## src/rtl/amber_cap_ld_seq_pkg.sv

```systemverilog
// Shared constants and types for the capability-load sequencer.
// The capability image layout and CR field bundle live here.
package amber_cap_ld_seq_pkg;

    localparam int WORD_W         = 24;
    localparam int ADDR_W         = 48;
    localparam int CAP_WORDS      = 12;
    localparam int CR_PERM_LC_BIT = 3;

    localparam logic [1:0] CLD_FAULT_NONE   = 2'd0;
    localparam logic [1:0] CLD_FAULT_TAG    = 2'd1;
    localparam logic [1:0] CLD_FAULT_PERM   = 2'd2;
    localparam logic [1:0] CLD_FAULT_BOUNDS = 2'd3;

    localparam logic [2:0] ST_IDLE  = 3'd0;
    localparam logic [2:0] ST_CHECK = 3'd1;
    localparam logic [2:0] ST_ISSUE = 3'd2;
    localparam logic [2:0] ST_WAIT  = 3'd3;
    localparam logic [2:0] ST_DONE  = 3'd4;
    localparam logic [2:0] ST_FAULT = 3'd5;

    typedef logic [CAP_WORDS-1:0][WORD_W-1:0] cap_img_t;

    typedef struct packed {
        logic [ADDR_W-1:0] base;
        logic [ADDR_W-1:0] len;
        logic [ADDR_W-1:0] cur;
        logic [WORD_W-1:0] perms;
        logic [WORD_W-1:0] attr;
        logic              tag;
    } cr_fields_t;

endpackage

```

## src/rtl/amber_cap_unpack.sv

```systemverilog
// Combinational map from a 12-word capability image to CR fields.
// Words 7, 9, 11 and the upper bits of word 10 carry nothing.
module amber_cap_unpack
    import amber_cap_ld_seq_pkg::*;
(
    input  cap_img_t   img_i,
    output cr_fields_t cr_o
);

    logic unused_words;

    assign cr_o.base  = {img_i[1], img_i[0]};
    assign cr_o.len   = {img_i[3], img_i[2]};
    assign cr_o.cur   = {img_i[5], img_i[4]};
    assign cr_o.perms = img_i[6];
    assign cr_o.attr  = img_i[8];
    assign cr_o.tag   = img_i[10][0];

    assign unused_words = ^{img_i[7], img_i[9], img_i[11],
                            img_i[10][WORD_W-1:1]};

endmodule

```

## src/rtl/amber_cap_ld_seq.sv

```systemverilog
// CLD sequencer: authorise, fetch 12 image words from dcache,
// then emit one CR writeback beat or a fault pulse.
module amber_cap_ld_seq
    import amber_cap_ld_seq_pkg::*;
(
    input  logic              r_clk,
    input  logic              r_rst,
    input  logic              i_req_valid,
    output logic              o_req_ready,
    input  logic [ADDR_W-1:0] i_req_addr,
    input  logic [1:0]        i_req_crt,
    input  logic [ADDR_W-1:0] i_auth_base,
    input  logic [ADDR_W-1:0] i_auth_len,
    input  logic [WORD_W-1:0] i_auth_perms,
    input  logic              i_auth_tag,
    input  logic              i_flush,
    output logic              o_dc_rd_valid,
    input  logic              i_dc_rd_ready,
    output logic [ADDR_W-1:0] o_dc_rd_addr,
    input  logic              i_dc_rsp_valid,
    input  logic [WORD_W-1:0] i_dc_rsp_data,
    output logic              o_wb_valid,
    output logic [1:0]        o_wb_crt,
    output logic [ADDR_W-1:0] o_wb_base,
    output logic [ADDR_W-1:0] o_wb_len,
    output logic [ADDR_W-1:0] o_wb_cur,
    output logic [WORD_W-1:0] o_wb_perms,
    output logic [WORD_W-1:0] o_wb_attr,
    output logic              o_wb_tag,
    output logic              o_fault_valid,
    output logic [1:0]        o_fault_code,
    output logic              o_busy
);

    logic [2:0]        state_q, state_d;
    logic [3:0]        idx_q, idx_d;
    logic              drop_q, drop_d;
    logic [1:0]        fcode_q, fcode_d;
    logic [ADDR_W-1:0] addr_q, base_q, len_q;
    logic [WORD_W-1:0] perms_q;
    logic              tag_q;
    logic [1:0]        crt_q, wb_crt_q;
    cap_img_t          img_q, img_d;
    cr_fields_t        cr_w, wb_q;

    logic              accept, rd_fire, rsp_take, load_wb;
    logic [ADDR_W:0]   end_chk, lim_chk;

    assign accept   = i_req_valid & (state_q == ST_IDLE) & ~i_flush;
    assign rd_fire  = (state_q == ST_ISSUE) & i_dc_rd_ready;
    assign rsp_take = (state_q == ST_WAIT) & i_dc_rsp_valid & ~drop_q;
    assign load_wb  = rsp_take & (idx_q == 4'(CAP_WORDS - 1)) & ~i_flush;

    // Bounds compared one bit wider so base+len cannot wrap.
    assign end_chk = {1'b0, addr_q} + (ADDR_W + 1)'(CAP_WORDS);
    assign lim_chk = {1'b0, base_q} + {1'b0, len_q};

    always_comb begin
        state_d = state_q;
        idx_d   = idx_q;
        img_d   = img_q;
        fcode_d = fcode_q;
        unique case (state_q)
            ST_IDLE: begin
                if (accept) state_d = ST_CHECK;
            end
            ST_CHECK: begin
                if (!tag_q) begin
                    state_d = ST_FAULT;
                    fcode_d = CLD_FAULT_TAG;
                end else if (!perms_q[CR_PERM_LC_BIT]) begin
                    state_d = ST_FAULT;
                    fcode_d = CLD_FAULT_PERM;
                end else if (addr_q < base_q || end_chk > lim_chk) begin
                    state_d = ST_FAULT;
                    fcode_d = CLD_FAULT_BOUNDS;
                end else begin
                    state_d = ST_ISSUE;
                    idx_d   = 4'd0;
                end
            end
            ST_ISSUE: begin
                if (rd_fire) state_d = ST_WAIT;
            end
            ST_WAIT: begin
                if (rsp_take) begin
                    img_d[idx_q] = i_dc_rsp_data;
                    if (idx_q == 4'(CAP_WORDS - 1)) begin
                        state_d = ST_DONE;
                    end else begin
                        idx_d   = idx_q + 4'd1;
                        state_d = ST_ISSUE;
                    end
                end
            end
            ST_DONE:  state_d = ST_IDLE;
            ST_FAULT: state_d = ST_IDLE;
            default:  state_d = ST_IDLE;
        endcase
        if (i_flush) begin
            state_d = ST_IDLE;
            fcode_d = fcode_q;
        end
    end

    // A flushed in-flight read still returns; its response is owed a discard.
    always_comb begin
        drop_d = drop_q;
        if (i_dc_rsp_valid && drop_q) drop_d = 1'b0;
        if (i_flush) begin
            if (state_q == ST_WAIT && !rsp_take) drop_d = 1'b1;
            if (rd_fire) drop_d = 1'b1;
        end
    end

    amber_cap_unpack u_unpack (
        .img_i (img_d),
        .cr_o  (cr_w)
    );

    always_ff @(posedge r_clk or negedge r_rst) begin
        if (!r_rst) begin
            state_q  <= ST_IDLE;
            idx_q    <= '0;
            drop_q   <= 1'b0;
            fcode_q  <= CLD_FAULT_NONE;
            addr_q   <= '0;
            base_q   <= '0;
            len_q    <= '0;
            perms_q  <= '0;
            tag_q    <= 1'b0;
            crt_q    <= '0;
            img_q    <= '0;
            wb_q     <= '0;
            wb_crt_q <= '0;
        end else begin
            state_q <= state_d;
            idx_q   <= idx_d;
            drop_q  <= drop_d;
            fcode_q <= fcode_d;
            img_q   <= img_d;
            if (accept) begin
                addr_q  <= i_req_addr;
                base_q  <= i_auth_base;
                len_q   <= i_auth_len;
                perms_q <= i_auth_perms;
                tag_q   <= i_auth_tag;
                crt_q   <= i_req_crt;
            end
            if (load_wb) begin
                wb_q     <= cr_w;
                wb_crt_q <= crt_q;
            end
        end
    end

    assign o_req_ready   = (state_q == ST_IDLE);
    assign o_busy        = (state_q != ST_IDLE);
    assign o_dc_rd_valid = (state_q == ST_ISSUE);
    assign o_dc_rd_addr  = addr_q + ADDR_W'(idx_q);
    assign o_wb_valid    = (state_q == ST_DONE) & ~i_flush;
    assign o_fault_valid = (state_q == ST_FAULT) & ~i_flush;
    assign o_fault_code  = fcode_q;
    assign o_wb_crt      = wb_crt_q;
    assign o_wb_base     = wb_q.base;
    assign o_wb_len      = wb_q.len;
    assign o_wb_cur      = wb_q.cur;
    assign o_wb_perms    = wb_q.perms;
    assign o_wb_attr     = wb_q.attr;
    assign o_wb_tag      = wb_q.tag;

endmodule

```

## config.mk

```make
export PLATFORM = sky130hd
export DESIGN_NAME = amber_cap_ld_seq
export DESIGN_NICKNAME = d
export VERILOG_FILES = /design/src/rtl/amber_cap_ld_seq_pkg.sv /design/src/rtl/amber_cap_unpack.sv /design/src/rtl/amber_cap_ld_seq.sv
export SDC_FILE = /design/constraint.sdc
export NUM_CORES = 1
export LEC_CHECK = 0
export BUFFER_PORTS_ARGS = -buffer_cell sky130_fd_sc_hd__buf_2
export CAP_MARGIN = 40
export CORE_MARGIN = 5
export CORE_UTILIZATION = 35
export CTS_CLUSTER_DIAMETER = 50
export DETAILED_ROUTE_END_ITERATION = 10
export PLACE_DENSITY = 0.5
export SLEW_MARGIN = 15
export SYNTH_ARGS = -nofsm -noshare
export SYNTH_HDL_FRONTEND = slang
export SYNTH_HIERARCHICAL = 1
export SYNTH_SLANG_ARGS = --single-unit
```

## constraint.sdc

```tcl
create_clock -name r_clk -period 10.17 [get_ports r_clk]
set_input_delay 0.5085 -clock r_clk [delete_from_list [all_inputs] [get_ports r_clk]]
set_output_delay 0.5085 -clock r_clk [all_outputs]
set_load 0.02 [all_outputs]
```

==> impl_metrics.yaml, run 1 <==
status:
  status: "finished clean"
cts:
  cts_max_level: 3
  cts.sinks: 546
  clk_latency_ns: 0.64
  path_clk_slew_ns: 0.06
  numCtsBuffers: 77
  cts.path.max_buffers: 3
  cts_tree: "done"
  root_buffer: "clkbuf_16"
worst_setup_path:
  critPathKind: "reg -> reg"
  path_buf_inv: 1
  critPathLaunchType: "flop"
  slowest_delay_ns: 0.66
  cp-end-kind: "flop"
  crit_family: "compound AO/OA/AOI/OAI gates"
  cp.required_ns: 10.67
  critPathMaxFanout: 5
  reg2reg_slack_ns: 4.69
  crit_chain: "ha_1, a21oi_2, o21ai_1, a221oi_1, o221ai_1, a221oi_2, a31o_2, o21ai_0, o41a_1, xnor2_1, ha_1, nand4_1, nor2_1, nand3_1, inv_1, o311ai_1, nand3_1, a22oi_2, nor3_2, mux2_1"
  cp_data_arrival_time_ns: 5.97
  reg2reg_to: "o_fault_code[1]"
  rr_startpoint: "base_q[14]"
  cpMaxStageDelayCell: "a221oi_1"
  rr_worst_depth: 20
power:
  p_per_area_mw_per_mm2: 314
  p_leak_nw: 17.2
  ir_drop_mv: 0.131
min_path:
  whs_endpoint: "drop_q"
  hp-class: "in -> reg"
  hp-start: "i_dc_rsp_valid"
  hold-path-cell-count: 2
final_layout:
  nets: 3006
  fin_area_sq_mm: 0.0336
  drive_gt1_frac: 0.426
  fin_cells: 3786
  area_growth_pct: 15.9
timing:
  setup_violations: 0
  finalSetupTns_ns: 0
  max_slew_margin: 0.378
  layout_worst_path_cycle_share: 0.539
  hold_viol_final: 0
  finalMaxSlewViolations: 0
  max_clock_freq_mhz: 183
  fin_crit_ns: 5.48
  fin_skew_ns: 0.0521
  rsz0062_at_grt: "false"
  tightest_slew_ns: 0.934
logic_synthesis:
  netlist_area_sq_mm: 0.0290
  avgSynthCellArea_sq_um: 11.9
  synth_nets: 2797
  syn_inst: 2441
  yosys_warnings: 6
routing:
  via_per_inst: 5.07
  drcViolationCount: 0
  first_pass_iters: 5
  antenna_left: 0
  vias: 19200
  wire_per_inst_um: 22.3
  drt_iter0_drc: 963
  drt_wl_total_um: 84300
die:
  io_pins: 451
  initial_core_util: 0.353
  fp-row-count: 105
  die_h_um: 298
  die-area_sq_mm: 0.0887
  core_sq_mm: 0.0821
  die_x_um: 298
placed_design:
  io_buffers: 427
  place.gp.congestion: 0.895
  place.detailed.hpwl_um: 63100
  place_area_sq_mm: 0.0309
  dp.cells: 3640
grt:
  grt_pass1_vias: 20400
  grt_pass1_wl_um: 128000
  grt_max_degree: 171
  antenna_found_initial: 3
  grt_usage: 0.185
  globalRoute.totalOverflow: 0
run:
  drv_cap: 0
[worst max path at each step]
stage / start / to / cells past startpoint
after global placement: base_q[14] / o_fault_code[1] / 20
after floorplan: base_q[0] / o_fault_code[1] / 22
after detailed placement: base_q[0] / o_fault_code[1] / 22
after CTS: base_q[0] / o_fault_code[1] / 22
final: base_q[14] / o_fault_code[1] / 20
after global routing: base_q[4] / o_fault_code[1] / 20
[per-stage QoR]
step	setup slack [ns]	total power [mW]	utilization	hold slack, ns
2_1_floorplan	5.83	6.43	-	0.213
3_3_place_gp	4.82	7.69	0.373	0.474
3_5_place_dp	4.75	7.82	0.376	0.479
4_1_cts	4.70	10.7	0.409	0.0244
5_1_grt	4.50	11.3	0.409	0.0399
6_report	4.69	10.6	0.409	0.0776
[area by class of cell]
type	count	area, sq um
Antenna cell	2	5.00
Clock buffer	91	2040
Clock inverter	52	681
Fill cell	7798	48500
Inverter	80	300
Multi-Input combinational cell	1497	13100
Sequential cell	546	13700
Tap cell	1070	1340
Timing Repair Buffer	448	2480
[worst register-to-register path, delay by kind of cell (launching register included)]
family / cells / cell delay [ns]
adder cells (fa/ha/maj): 2 / 0.68
multiplexers: 1 / 0.36
XOR/XNOR: 1 / 0.15
AND/OR/NAND/NOR: 5 / 1.09
buffers and inverters: 1 / 0.16
flip-flops: 1 / 0.40
AO/OA/AOI/OAI: 10 / 2.51
[cells in the final DEF (no fill, tap or decap), types with 6 or more instances in the layout]
master and instances:
a21o_1 78, a21oi_1 71, a31oi_1 12, and3_1 12, and4_1 7, buf_12 11, buf_2 427, bufinv_16 6
clkbuf_1 8, clkbuf_16 77, clkbuf_8 6, clkinv_16 6, clkinv_2 13, clkinv_4 7, clkinvlp_4 7, dfrtp_1 546
ha_1 153, inv_1 80, inv_8 8, mux2_2 537, nand2_1 81, nand2_2 7, nand2b_1 17, nand3_1 37
nand4_1 55, nor2_1 101, nor2b_1 13, nor3_1 25, o2111ai_1 6, o21a_1 9, o21ai_0 37, o21bai_1 10
or3_1 7, xnor2_1 66, xor2_1 67
[power breakdown]
group / internal [mW] / switching, mW / leakage, nW
Combinational: 2.05 / 2.68 / 8.62
Clock: 1.64 / 1.12 / 1.31
Sequential: 2.53 / 0.537 / 7.29
Total: 6.23 / 4.34 / 17.2
[per-layer routing]
layer	vias up	part of all wire	track usage
met5	-	0.00011	0
met4	2	0.029	0.0561
met3	125	0.067	0.0484
met2	523	0.48	0.316
met1	9695	0.42	0.232
li1	8843	-	-
[sequential cells by signal (all words and copies together), names as in the netlist, 2 cells and up]
| signal | count |
|---|---|
| addr_q | 48 |
| base_q | 48 |
| crt_q | 2 |
| idx_q | 4 |
| img_q | 193 |
| len_q | 48 |
| o_fault_code | 2 |
| o_wb_attr | 24 |
| o_wb_base | 48 |
| o_wb_crt | 2 |
| o_wb_cur | 48 |
| o_wb_len | 48 |
| o_wb_perms | 24 |
| state_q | 3 |
[what timing repair did]
action	4_1_cts	5_1_grt
gates resized for setup	0	0
hold buffers	1	0
buffers inserted	0	0
endpoints found under the setup margin	0	0
hold endpoints to repair	92	0
(Power assumes the default switching activity.)
==> run 2, diff against run 1 <==
Settings changed: ABC_AREA set to 1.
Clock period 10.17 ns to 5.05 ns, I/O delays scaled along.
==> run 2 against run 1 <==
Compared with the run above: global-route usage grew 3.4 points; via count grew 18%; synthesized cell count grew 29%; sequential share of layout area fell by 2.2 points; critical path depth unchanged; non-clock buffer count increased by 168; largest cell class unchanged; largest power group unchanged.
==> impl_metrics.yaml, run 2 <==
timing:
  hold_viol_final: 0
  whs_ns: 0.124
  rsz0062_at_grt: "false"
  max_clock_freq_mhz: 220
  fin_crit_ns: 4.55
  fin_skew_ns: 0.0670
  fin_ws_ns: 0.501
  max_slew_margin: 0.348
  tightest_slew_ns: 0.969
  setup_violations: 0
  layout_worst_path_cycle_share: 0.901
  finalSetupTns_ns: 0
  finalMaxSlewViolations: 0
power:
  ir_drop_mv: 0.301
  p_per_area_mw_per_mm2: 616
  p_total_mw: 21.9
  p_leak_nw: 18.1
routing:
  drt_iter0_drc: 1450
  drt-met1-wl_um: 41600
  wire_per_inst_um: 21.6
  vias: 22600
  drt_wl_total_um: 101000
  first_pass_iters: 8
  antenna_left: 0
  via_per_inst: 4.83
  wl_met2_um: 49700
  dr_wl_met3_um: 6280
  top_layer: "met5"
  drcViolationCount: 0
min_path:
  whs_endpoint: "state_q[1]"
  hp-class: "in -> reg"
  hold-path-cell-count: 6
  hp-start: "i_req_valid"
final_layout:
  area_growth_pct: 20.6
  fin_cells: 4688
  nets: 3901
  fin_util: 0.425
  antennaDiodeCount: 0
  fin_area_sq_mm: 0.0355
  fillers: 8372
  final_common_cell: "dfrtp_1"
  layout_common_cells: "dfrtp_1, nand2_1, buf_2"
  multiInputGateArea_sq_mm: 0.0126
  largest_register_ffs: 193
  largest-register: "img_q"
  seq_area_sq_mm: 0.0137
  drive_gt1_frac: 0.215
cts:
  cts_max_level: 3
  cts_tree: "done"
  hold_buffers: 151
  path_clk_slew_ns: 0.05
  cts.sinks: 546
  clk_latency_ns: 0.67
  cts.repair.resized: 0
  numCtsBuffers: 75
  post-cts-setup-buffers: 0
  cts.path.max_buffers: 3
  root_buffer: "clkbuf_16"
logic_synthesis:
  avgSynthCellArea_sq_um: 9.32
  synth_nets: 3516
  netlist_area_sq_mm: 0.0294
  syn_inst: 3160
  yosys_warnings: 6
die:
  die-area_sq_mm: 0.0900
  io_pins: 451
  fp-row-count: 106
  initial_core_util: 0.352
  die_h_um: 300
  core_sq_mm: 0.0836
  die_x_um: 300
worst_setup_path:
  critPathMaxFanout: 8
  reg2reg_to: "idx_q[2]"
  critPathLaunchType: "flop"
  cp.required_ns: 5.54
  cp_data_arrival_time_ns: 5.03
  cp-end-kind: "flop"
  critPathKind: "reg -> reg"
  reg2reg_slack_ns: 0.50
  rr_worst_depth: 20
  rr_startpoint: "addr_q[23]"
placed_design:
  place_area_sq_mm: 0.0314
  place.gp.congestion: 0.957
  dp.cells: 4397
  place.detailed.hpwl_um: 78400
  io_buffers: 427
  post-place-ws_ns: 0.528
grt:
  globalRoute.totalOverflow: 0
  antenna_found_initial: 7
  grt_pass1_wl_um: 149000
  grt_max_degree: 140
  grt_pass1_vias: 23700
  grt_usage: 0.220
status:
  status: "finished clean"
run:
  drv_cap: 0
==> run 2: report_power, final <==
group | switching, mW | internal (mW) | total (mW)
Clock | 2.23 | 3.10 | 5.33
Sequential | 0.774 | 4.99 | 5.77
Combinational | 7.00 | 3.79 | 10.8
==> run 2: area by class of cell <==
cell class	instances	area share
timing repair buffer	616	0.117
sequential	546	0.385
clock buffer	93	0.0570
clock inverter	47	0.0158
multi-input combinational	2002	0.356
tap	1080	0.0381
inverter	304	0.0321
==> run 2: metal layers <==
layer / up-vias / global-route usage
li1: 10900 / -
met1: 10900 / 0.266
met2: 589 / 0.382
met3: 174 / 0.0542
met4: 8 / 0.0789
met5: - / 0
==> run 2: worst max-delay path by stage <==
stage	startpoint	cells past startpoint	endpoint
6_report	addr_q[23]	20	idx_q[2]
5_1_grt	addr_q[23]	24	idx_q[2]
4_1_cts	addr_q[24]	20	idx_q[2]
3_5_place_dp	addr_q[24]	20	idx_q[2]
3_3_place_gp	addr_q[23]	20	idx_q[2]
2_1_floorplan	base_q[0]	22	idx_q[0]
==> run 2: worst max-delay path, cell delays in order (launching register included) <==
cell and delay [ns]:
dfrtp_1 0.46, inv_1 0.16, nor4_1 0.64, nand2_1 0.19, nor4_1 0.87, nand2_1 0.21
xor2_1 0.19, inv_1 0.06, ha_1 0.27, nand2_1 0.06, inv_1 0.05, nand2_1 0.05
nor2_1 0.19, nor4b_1 0.33, nand2_1 0.09, nand2_1 0.11, nand2_1 0.09, nand2_1 0.09
nand2_1 0.15, nand2_1 0.10, o21ai_1 0.06
==> run 3, diff against run 2 <==
Settings changed: PLACE_DENSITY 0.5 to unset, PLACE_DENSITY_LB_ADDON set to 0.2.
==> run 3 against run 2 <==
Compared with the run above: via count shrank 0.26%; first-iteration DRC count decreased by 7.6%; core utilization grew 0.25 points; worst setup slack better by 0.051 ns; flip-flop and latch count stayed put; final cell count increased by 0.21%; power increased by 1.9%; largest cell class unchanged; largest power group unchanged.
==> impl_metrics.yaml, run 3 (synthesized netlist as in run 2, its figures left out) <==
routing:
  first_pass_iters: 6
  vias: 22600
  drcViolationCount: 0
  antenna_left: 0
  drt_wl_total_um: 102000
  via_per_inst: 4.81
  wire_per_inst_um: 21.8
  drt_iter0_drc: 1340
timing:
  max_clock_freq_mhz: 222
  max_slew_margin: 0.453
  whs_ns: 0.110
  rsz0062_at_grt: "false"
  layout_worst_path_cycle_share: 0.891
  setup_violations: 0
  finalSetupTns_ns: 0
  tightest_slew_ns: 0.812
  hold_viol_final: 0
  fin_crit_ns: 4.50
  fin_skew_ns: 0.0248
  finalMaxSlewViolations: 0
run:
  drv_cap: 0
final_layout:
  largest-register: "img_q"
  largest_register_ffs: 193
  nets: 3909
  area_growth_pct: 21.3
  layout_common_cells: "dfrtp_1, nand2_1, buf_2"
  final_common_cell: "dfrtp_1"
  fin_cells: 4698
  fillers: 8293
  drive_gt1_frac: 0.217
die:
  initial_core_util: 0.352
  io_pins: 451
  core_sq_mm: 0.0836
  die_h_um: 300
  die-area_sq_mm: 0.0900
  fp-row-count: 106
  die_x_um: 300
worst_setup_path:
  cp_data_arrival_time_ns: 5.05
  crit_chain: "inv_1, nor3_1, inv_1, nor3_1, nand3_1, nor2_1, nand3_1, nor4b_1, ha_1, nand4_1, nor2_1, nand2_1, nor3_1, nand2_1, nand2_1, nand2_1, nand2_1, nand2_1, nand2_1, nand2_1, o21ai_1"
  cp-end-kind: "flop"
  slowest_delay_ns: 0.53
  critPathLaunch: "addr_q[25]"
  rr_startpoint: "addr_q[25]"
  cp.depth: 21
  reg2reg_to: "idx_q[3]"
  reg2reg_slack_ns: 0.55
  cp.required_ns: 5.60
  rr_worst_depth: 21
  crit_top_cell: "nand2_1"
  critPathMaxFanout: 8
  crit_family: "simple AND/OR/NAND/NOR gates"
  critPathLaunchType: "flop"
  critPathKind: "reg -> reg"
  cpMaxStageDelayCell: "nor4b_1"
  endpoint: "idx_q[3]"
  path_buf_inv: 2
power:
  netSwitchingPower_mw: 9.90
  switching_share: 0.444
  pwr-share-clk: 0.261
  seqPwrFrac: 0.257
  p_total_mw: 22.3
  combPwrFrac: 0.483
  ir_drop_mv: 0.437
  p_leak_nw: 18.2
  p_per_area_mw_per_mm2: 625
  intPower_mw: 12.4
grt:
  grt_max_degree: 139
  grt_pass1_wl_um: 153000
  grt_usage: 0.225
  globalRoute.totalOverflow: 0
  grt_pass1_vias: 24000
  antenna_found_initial: 6
min_path:
  hp-class: "in -> reg"
placed_design:
  place.gp.congestion: 0.955
  io_buffers: 427
  dp.cells: 4402
  place.detailed.hpwl_um: 78400
cts:
  root_buffer: "clkbuf_16"
  numCtsBuffers: 78
  path_clk_slew_ns: 0.05
  cts.sinks: 546
  cts_tree: "done"
  cts_max_level: 3
  clk_latency_ns: 0.65
  post-cts-setup-buffers: 0
  cts.path.max_buffers: 3
status:
  status: "finished clean"
## run 3: timing repair
action	CTS	global route
endpoints found under the hold margin	224	0
hold buffers	151	0
gates resized for setup	0	0
## run 3: power by group through the flow
stage                     Combinational [mW]  Sequential, mW  Clock [mW]
after CTS                               10.8            5.72        5.98
after global routing                    12.1            5.78        6.17
after global placement                  10.7            5.77           0
final                                   10.8            5.72        5.82
after floorplan                         7.14            5.48           0
after detailed placement                10.6            5.78           0
## run 3: worst min path at each step
stage | startpoint | end | cells after the start
2_1_floorplan | r_rst | addr_q[0] | 0
3_3_place_gp | r_rst | o_wb_cur[29] | 1
3_5_place_dp | r_rst | o_wb_cur[29] | 1
4_1_cts | i_req_valid | state_q[1] | 6
5_1_grt | i_flush | o_fault_code[1] | 4
6_report | i_req_valid | state_q[1] | 6
## run 3: per-stage QoR
step / utilization / area, sq um / setup slack, ns
floorplan: - / 29400 / 1.42
finish: 0.427 / 35700 / 0.552
global placement: 0.374 / 31300 / 0.553
CTS: 0.427 / 35700 / 0.584
global route: 0.427 / 35700 / 0.0419
detailed placement: 0.376 / 31400 / 0.623
## run 3: final cells by class
type | count | area (sq um) | area share
Multi-Input combinational cell | 2002 | 12600 | 0.353
Sequential cell | 546 | 13700 | 0.383
Clock inverter | 41 | 599 | 0.0168
Inverter | 304 | 1140 | 0.0319
Tap cell | 1080 | 1350 | 0.0378
Timing Repair Buffer | 621 | 4130 | 0.116
Clock buffer | 102 | 2210 | 0.0619
Antenna cell | 2 | 5.00 | 0.000140
## run 3: routing by layer
layer	vias up	global-route usage	part of all wire
met3	174	0.0495	0.058
met5	-	0	0.00032
met2	577	0.395	0.49
met1	10900	0.276	0.41
met4	6	0.0716	0.033
li1	11000	-	-
## run 3: tightest hold or removal path: stages
cell and delay (ns):
buf_2 0.11, o21ai_0 0.10, nand2_1 0.09, inv_1 0.05, nand2_1 0.05, nand2_1 0.05
